**src/rtl/neopixel_multi_driver.sv**
```systemverilog
// Multi-string WS2812 driver: host writes land in a staging memory that is copied to a display
// memory at frame start, then every string is shifted out bit-synchronously with brightness scaling.
module neopixel_multi_driver #(
  parameter int          C_CHANNELS = 4,
  parameter int          C_PIXELS   = 12,
  parameter int          C_RGBW     = 0,
  parameter int unsigned C_FREQ_HZ  = 125000000,
  parameter int unsigned C_T0H_NS   = 400,
  parameter int unsigned C_T1H_NS   = 800,
  parameter int unsigned C_TBIT_NS  = 1250,
  parameter int unsigned C_LATCH_US = 120,
  localparam int CW = (C_CHANNELS > 1) ? $clog2(C_CHANNELS) : 1,
  localparam int PW = (C_PIXELS > 1) ? $clog2(C_PIXELS) : 1
) (
  input  logic                  neopixel_clock,
  input  logic                  neopixel_reset_n,
  input  logic                  wr_en,
  input  logic [CW-1:0]         wr_channel,
  input  logic [PW-1:0]         wr_pixel,
  input  logic [31:0]           wr_data,
  output logic                  wr_ready,
  input  logic                  frame_start,
  input  logic                  free_run,
  input  logic [31:0]           idle_cycles,
  input  logic [7:0]            brightness,
  output logic                  busy,
  output logic                  frame_done,
  output logic [C_CHANNELS-1:0] neopixel_drive
);

  localparam longint unsigned FREQ = 64'(C_FREQ_HZ);
  localparam int unsigned T0H   = 32'((FREQ * 64'(C_T0H_NS)) / 64'd1000000000);
  localparam int unsigned T1H   = 32'((FREQ * 64'(C_T1H_NS)) / 64'd1000000000);
  localparam int unsigned TBIT  = 32'((FREQ * 64'(C_TBIT_NS)) / 64'd1000000000);
  localparam int unsigned LATCH = 32'((FREQ * 64'(C_LATCH_US)) / 64'd1000000);
  localparam int unsigned BPP   = (C_RGBW != 0) ? 32 : 24;

  localparam logic [15:0]   T0H16     = 16'(T0H);
  localparam logic [15:0]   T1H16     = 16'(T1H);
  localparam logic [15:0]   TBIT_M1   = 16'(TBIT - 1);
  localparam logic [4:0]    BPP_M1    = 5'(BPP - 1);
  localparam logic [31:0]   LATCH_M1  = 32'(LATCH - 1);
  localparam logic [31:0]   PIX_LAST  = 32'(C_PIXELS - 1);
  localparam logic [PW-1:0] PIX_M1    = PW'(C_PIXELS - 1);

  localparam logic [2:0] S_IDLE = 3'd0;
  localparam logic [2:0] S_COPY = 3'd1;
  localparam logic [2:0] S_PRE  = 3'd2;
  localparam logic [2:0] S_SEND = 3'd3;
  localparam logic [2:0] S_POST = 3'd4;
  localparam logic [2:0] S_GAP  = 3'd5;

  logic [2:0]                   state_q, state_d;
  logic [31:0]                  cnt_q, cnt_d;
  logic [15:0]                  bit_cnt_q, bit_cnt_d;
  logic [4:0]                   bit_idx_q, bit_idx_d;
  logic [PW-1:0]                pix_q, pix_d;
  logic [7:0]                   bright_q, bright_d;
  logic [C_CHANNELS-1:0][31:0]  shift_q, shift_d;
  logic [C_CHANNELS-1:0]        drive_q, drive_d;
  logic                         busy_q, busy_d;
  logic                         frame_done_q, frame_done_d;
  logic                         wr_ready_q, wr_ready_d;
  logic                         load_en;
  logic [PW-1:0]                load_idx;
  logic                         copy_en;
  logic [PW-1:0]                copy_idx;
  logic                         wr_accept;

  logic [31:0] staging_mem [C_CHANNELS][C_PIXELS];
  logic [31:0] display_mem [C_CHANNELS][C_PIXELS];

  function automatic logic [7:0] scale_byte(input logic [7:0] c, input logic [7:0] b);
    logic [15:0] prod;
    prod = 16'(c) * (16'(b) + 16'd1);
    return prod[15:8];
  endfunction

  // Shifter word is always {G,R,B,W}; in RGB mode the W slot is never reached before reload.
  function automatic logic [31:0] pack_pixel(input logic [31:0] w, input logic [7:0] b);
    logic [7:0] wbyte;
    wbyte = (C_RGBW != 0) ? scale_byte(w[31:24], b) : 8'h00;
    return {scale_byte(w[15:8], b), scale_byte(w[23:16], b), scale_byte(w[7:0], b), wbyte};
  endfunction

  assign wr_accept = wr_en && wr_ready_q &&
                     (32'(wr_channel) < 32'(C_CHANNELS)) && (32'(wr_pixel) < 32'(C_PIXELS));
  assign copy_en   = (state_q == S_COPY);
  assign copy_idx  = cnt_q[PW-1:0];

  always_comb begin
    state_d   = state_q;
    cnt_d     = cnt_q;
    bit_cnt_d = bit_cnt_q;
    bit_idx_d = bit_idx_q;
    pix_d     = pix_q;
    bright_d  = bright_q;
    shift_d   = shift_q;
    load_en   = 1'b0;
    load_idx  = '0;
    case (state_q)
      S_IDLE: begin
        if (frame_start || free_run) begin
          state_d  = S_COPY;
          cnt_d    = '0;
          bright_d = brightness;
        end
      end
      S_COPY: begin
        cnt_d = cnt_q + 32'd1;
        if (cnt_q == PIX_LAST) begin
          state_d = S_PRE;
          cnt_d   = '0;
        end
      end
      S_PRE: begin
        cnt_d = cnt_q + 32'd1;
        if (cnt_q == LATCH_M1) begin
          state_d   = S_SEND;
          cnt_d     = '0;
          bit_cnt_d = '0;
          bit_idx_d = '0;
          pix_d     = '0;
          load_en   = 1'b1;
        end
      end
      S_SEND: begin
        bit_cnt_d = bit_cnt_q + 16'd1;
        if (bit_cnt_q == TBIT_M1) begin
          bit_cnt_d = '0;
          bit_idx_d = bit_idx_q + 5'd1;
          for (int ch = 0; ch < C_CHANNELS; ch++) shift_d[ch] = {shift_q[ch][30:0], 1'b0};
          if (bit_idx_q == BPP_M1) begin
            bit_idx_d = '0;
            if (pix_q == PIX_M1) begin
              state_d = S_POST;
              cnt_d   = '0;
            end else begin
              pix_d    = pix_q + PW'(1);
              load_en  = 1'b1;
              load_idx = pix_q + PW'(1);
            end
          end
        end
      end
      S_POST: begin
        cnt_d = cnt_q + 32'd1;
        if (cnt_q == LATCH_M1) begin
          cnt_d = '0;
          if (!free_run) begin
            state_d = S_IDLE;
          end else if (idle_cycles == 32'd0) begin
            state_d  = S_COPY;
            bright_d = brightness;
          end else begin
            state_d = S_GAP;
          end
        end
      end
      S_GAP: begin
        cnt_d = cnt_q + 32'd1;
        if (!free_run) begin
          state_d = S_IDLE;
          cnt_d   = '0;
        end else if (cnt_d >= idle_cycles) begin
          state_d  = S_COPY;
          cnt_d    = '0;
          bright_d = brightness;
        end
      end
      default: begin
        state_d = S_IDLE;
        cnt_d   = '0;
      end
    endcase
    if (load_en) begin
      for (int ch = 0; ch < C_CHANNELS; ch++) shift_d[ch] = pack_pixel(display_mem[ch][load_idx], bright_q);
    end
    // Outputs are decoded from next-state so the registered pins line up with state_q.
    busy_d       = (state_d != S_IDLE);
    wr_ready_d   = (state_d != S_COPY);
    frame_done_d = (state_d == S_POST) && (cnt_d == LATCH_M1);
    drive_d      = '0;
    for (int ch = 0; ch < C_CHANNELS; ch++) begin
      drive_d[ch] = (state_d == S_SEND) && (bit_cnt_d < (shift_d[ch][31] ? T1H16 : T0H16));
    end
  end

  always_ff @(posedge neopixel_clock) begin
    if (!neopixel_reset_n) begin
      state_q      <= S_IDLE;
      cnt_q        <= '0;
      bit_cnt_q    <= '0;
      bit_idx_q    <= '0;
      pix_q        <= '0;
      drive_q      <= '0;
      busy_q       <= 1'b0;
      frame_done_q <= 1'b0;
      wr_ready_q   <= 1'b1;
    end else begin
      state_q      <= state_d;
      cnt_q        <= cnt_d;
      bit_cnt_q    <= bit_cnt_d;
      bit_idx_q    <= bit_idx_d;
      pix_q        <= pix_d;
      drive_q      <= drive_d;
      busy_q       <= busy_d;
      frame_done_q <= frame_done_d;
      wr_ready_q   <= wr_ready_d;
    end
  end

  always_ff @(posedge neopixel_clock) begin
    bright_q <= bright_d;
    shift_q  <= shift_d;
  end

  always_ff @(posedge neopixel_clock) begin
    if (wr_accept) staging_mem[wr_channel][wr_pixel] <= wr_data;
    if (copy_en) begin
      for (int ch = 0; ch < C_CHANNELS; ch++) display_mem[ch][copy_idx] <= staging_mem[ch][copy_idx];
    end
  end

  assign wr_ready       = wr_ready_q;
  assign busy           = busy_q;
  assign frame_done     = frame_done_q;
  assign neopixel_drive = drive_q;

endmodule

```
**config.mk**
```make
export PLATFORM = sky130hd
export DESIGN_NAME = neopixel_multi_driver
export DESIGN_NICKNAME = d
export VERILOG_FILES = /design/src/rtl/neopixel_multi_driver.sv
export SDC_FILE = /design/constraint.sdc
export NUM_CORES = 2
export LEC_CHECK = 0
export CAP_MARGIN = 20
export CORE_MARGIN = 2
export CORE_UTILIZATION = 24
export CTS_CLUSTER_SIZE = 16
export DETAILED_ROUTE_END_ITERATION = 12
export GPL_ROUTABILITY_DRIVEN = 1
export GPL_TIMING_DRIVEN = 0
export SLEW_MARGIN = 20
export SYNTH_ARGS = -nofsm -noshare
export SYNTH_HDL_FRONTEND = slang
export SYNTH_SLANG_ARGS = --single-unit
```
**constraint.sdc**
```tcl
create_clock -name neopixel_clock -period 25.6 [get_ports neopixel_clock]
set_input_delay 5.12 -clock neopixel_clock [delete_from_list [all_inputs] [get_ports neopixel_clock]]
set_output_delay 5.12 -clock neopixel_clock [all_outputs]
set_load 0.005 [all_outputs]
```
==> results.sh <==
export IMPL_fmax_mhz=87.01
export IMPL_switchingPower_mw=3.065
export IMPL_syn2layout_area_growth_pct=17.89
export IMPL_firstDrtPassIters=8
export IMPL_seqPwrFrac_pct=41.8
export IMPL_r2r_start="bit_cnt_q[12]"
export IMPL_die_h_um=717.6
export IMPL_hp_class="reg2reg"
export IMPL_cts_tree="done"
export IMPL_ctsLongestPathBuffers=4
export IMPL_track_usage_pct=13.79
export IMPL_drcViolationCount=0
export IMPL_setup_violations_final=0
export IMPL_ir_drop_v=0.00006796
export IMPL_rsz0062_at_grt="false"
export IMPL_port_buffers=80
export IMPL_grt_pass1_wl_mm=531.3
export IMPL_p_int_mw=7.691
export IMPL_final_setup_tns_ps=0
export IMPL_slew_violations=0
export IMPL_die_w_um=717.6
export IMPL_seq_area_frac_synth_pct=60.22
export IMPL_syn_num_nets=10040
export IMPL_cp_max_fo=10
export IMPL_clk_latency_ps=880
export IMPL_initial_core_util_pct=24.06
export IMPL_grt_max_degree=42
export IMPL_min_path_cells=2
export IMPL_antenna_found_initial=17
export IMPL_ys_types=111
export IMPL_cts_htree_levels=5
export IMPL_vias=77215
export IMPL_syn_instance_count=9048
export IMPL_rows=262
export IMPL_io_pins=90
export IMPL_post_cts_resized=0
export IMPL_status="complete, no violations"
export IMPL_reg2reg_depth=31
export IMPL_synth_edff_count=2404
export IMPL_fin_crit_sh_pct=44.90
export IMPL_worstSetupEndpointType="flop"
export IMPL_avgViaCountPerCell=4.673
export IMPL_skew_ps=100.7
export IMPL_leakage_nw=49.51
export IMPL_gp_congestion=0.8850
export IMPL_post_cts_buffers=0
export IMPL_ys_seq_elements=2475
export IMPL_die_area_um2=515000
export IMPL_core_area_um2=508100
export IMPL_first_global_vias=76282
export IMPL_numCtsBuffers=269
export IMPL_yosysWarnings=0
export IMPL_path_clk_slew_ps=60
export IMPL_crit_type="reg2reg"
export IMPL_min_from="bit_idx_q[1]"
export IMPL_synth_top_flop_cell="edfxtp_1"
export IMPL_dpl_hpwl_mm=263.2
export IMPL_power_density_nw_per_um2=74.64
export IMPL_dp_cells=16046
export IMPL_drive_gt1_share_pct=13.43
export IMPL_cts_root_buffer="clkbuf_16"
export IMPL_finalNonFillerCells=16522
export IMPL_max_cap_viol_count=0
export IMPL_cpPeakStageDelay_ps=1020
export IMPL_clockPowerShare_pct=35.2
export IMPL_drt_wl_total_mm=367.5
export IMPL_cts_sinks=2475
export IMPL_start_kind="flop"
export IMPL_worstPathRequired_ps=26280
export IMPL_combPwrFrac_pct=23.0
export IMPL_slew_limit_headroom_pct=17.86
export IMPL_crit_top_cell="fa_1"
export IMPL_slowest_stage="nor2_1"
export IMPL_worstPathArrival_ps=12180
export IMPL_antenna_left=0
export IMPL_syn_area_um2=122200
export IMPL_nets=10579
export IMPL_gr_total_overflow=0
export IMPL_syn_area_per_cell_um2=13.51
export IMPL_period_needed_ps=11490
export IMPL_hold_violations=0
export IMPL_drt_iter0_markers=8859
export IMPL_wire_per_inst_um=22.24
export IMPL_nFillCells=51222
export IMPL_worstMarginPinSlew_ps=1224
export IMPL_async_flop_share_pct=0
export IMPL_cp_startpoint="bit_cnt_q[12]"
export IMPL_p_sw_share_pct=28.49
export IMPL_ctsHoldBuffers=0
-- state kept, by name, indices dropped and copies added (netlist names), 3 cells and up --
register        count
bit_cnt_q          16
bit_idx_q           5
bright_q            8
cnt_q              32
display_mem      1152
neopixel_drive      4
pix_q               4
shift_q            96
staging_mem      1152
state_q             3
-- area by class of cell --
class / count / area [um2] / share of cell area (%)
Multi-Input combinational cell: 5457 / 45090 / 31.29
Clock inverter: 147 / 1318 / 0.9143
Antenna cell: 5 / 12.51 / 0.008683
Sequential cell: 2475 / 73610 / 51.09
Inverter: 626 / 2350 / 1.631
Tap cell: 6732 / 8423 / 5.846
Clock buffer: 322 / 7122 / 4.943
Buffer: 490 / 2041 / 1.416
Timing Repair Buffer: 268 / 4128 / 2.865
-- per-layer routing --
metal,global-route usage (%),routed length [um],up-vias
li1,-,-,33773
met1,18.28,151000,39528
met2,22.48,170500,3284
met3,2.484,30170,624
met4,5.145,15850,6
met5,0,42,-
-- cells in the final DEF (no fill, tap or decap), types with 62 or more instances in the layout --
master,netlist,routed
a21oi_1,198,197
a31oi_1,112,112
buf_1,87,86
buf_2,61,85
clkbuf_1,325,345
clkbuf_16,0,278
clkinv_1,0,62
dfxtp_1,71,71
edfxtp_1,2404,2404
fa_1,480,480
ha_1,429,429
inv_1,625,625
mux2i_1,112,112
mux4_2,298,298
nand2_1,1166,1166
nand2b_1,85,85
nand3_1,537,537
nor2_1,688,637
o211ai_1,64,64
o21ai_0,257,160
o21ai_2,0,79
or2_2,113,113
xnor2_1,122,118
-- through the flow --
| stage | hold slack (ps) | setup slack [ps] | util [%] | area (um2) | total power [mW] |
|---|---|---|---|---|---|
| floorplan | 453.4 | 17390 | - | 122200 | 6.328 |
| global placement | 473.1 | 13860 | 25.87 | 131500 | 6.969 |
| detailed placement | 486.8 | 14300 | 26.68 | 135600 | 7.025 |
| CTS | 494.6 | 14260 | 28.34 | 144000 | 10.81 |
| global route | 535.7 | 13730 | 28.36 | 144100 | 11.28 |
| finish | 492.2 | 14110 | 28.36 | 144100 | 10.76 |
-- power by group through the flow --
stage / clock network [mW] / logic, mW / registers (mW)
final: 3.79 / 2.47 / 4.50
after global routing: 3.98 / 2.81 / 4.49
after CTS: 3.83 / 2.48 / 4.50
after detailed placement: 0 / 2.44 / 4.58
after global placement: 0 / 2.37 / 4.60
after floorplan: 0 / 1.75 / 4.58
-- cells by family after synthesis --
kind of cell	after synthesis	synth area share, %
AND/OR/NAND/NOR	2890	10.55
adder cells (fa/ha/maj)	909	12.25
XOR/XNOR	185	1.326
buffers and inverters	1116	3.566
multiplexers	437	6.666
flip-flops	2475	60.22
AO/OA/AOI/OAI	1036	5.413
-- synthesized netlist by cell type (all sizes together), types with 11 or more instances --
cell type	number	area (um2)
a31oi	114	725.7
ha	429	5368
o221ai	14	122.6
o211ai	64	480.5
dfxtp	71	1421
o22ai	33	206.5
and3	20	126.4
mux2i	113	1144
or3	17	106.4
o21a	60	450.4
nor2	692	2613
xnor2	122	1069
xor2	63	551.8
a211oi	26	200.2
buf	165	789.5
and2	63	394.1
a311oi	13	113.9
clkbuf	325	1220
nand4	31	206.4
nand3	537	2688
nor3	46	240.2
a21o	50	376.6
a22oi	28	215.2
nand2b	85	531.8
nor2b	42	262.8
edfxtp	2404	72190
o22a	21	183.9
mux4	298	6711
or2	113	706.9
o21ai	298	1491
o31ai	21	162.6
o21bai	12	90.09
nor4	30	200.2
a21oi	201	1025
mux2	26	292.8
a21boi	11	82.58
inv	626	2350
fa	480	9609
nand2	1168	4389
-- worst max-delay path, delay by kind of cell (launching register included) --
kind	cells	cell delay, ps
AO/OA/AOI/OAI	11	2840
XOR/XNOR	1	780
adder cells (fa/ha/maj)	6	2480
buffers and inverters	6	2360
flip-flops	1	340
AND/OR/NAND/NOR	7	2510
-- final timing paths --
kind	to	slack, ps
max	neopixel_drive[0]	14110
min	bit_idx_q[1]	490
max reg2reg	neopixel_drive[0]	14110
min reg2reg	bit_idx_q[1]	490
No activity file was read; power rests on OpenSTA's default activity.
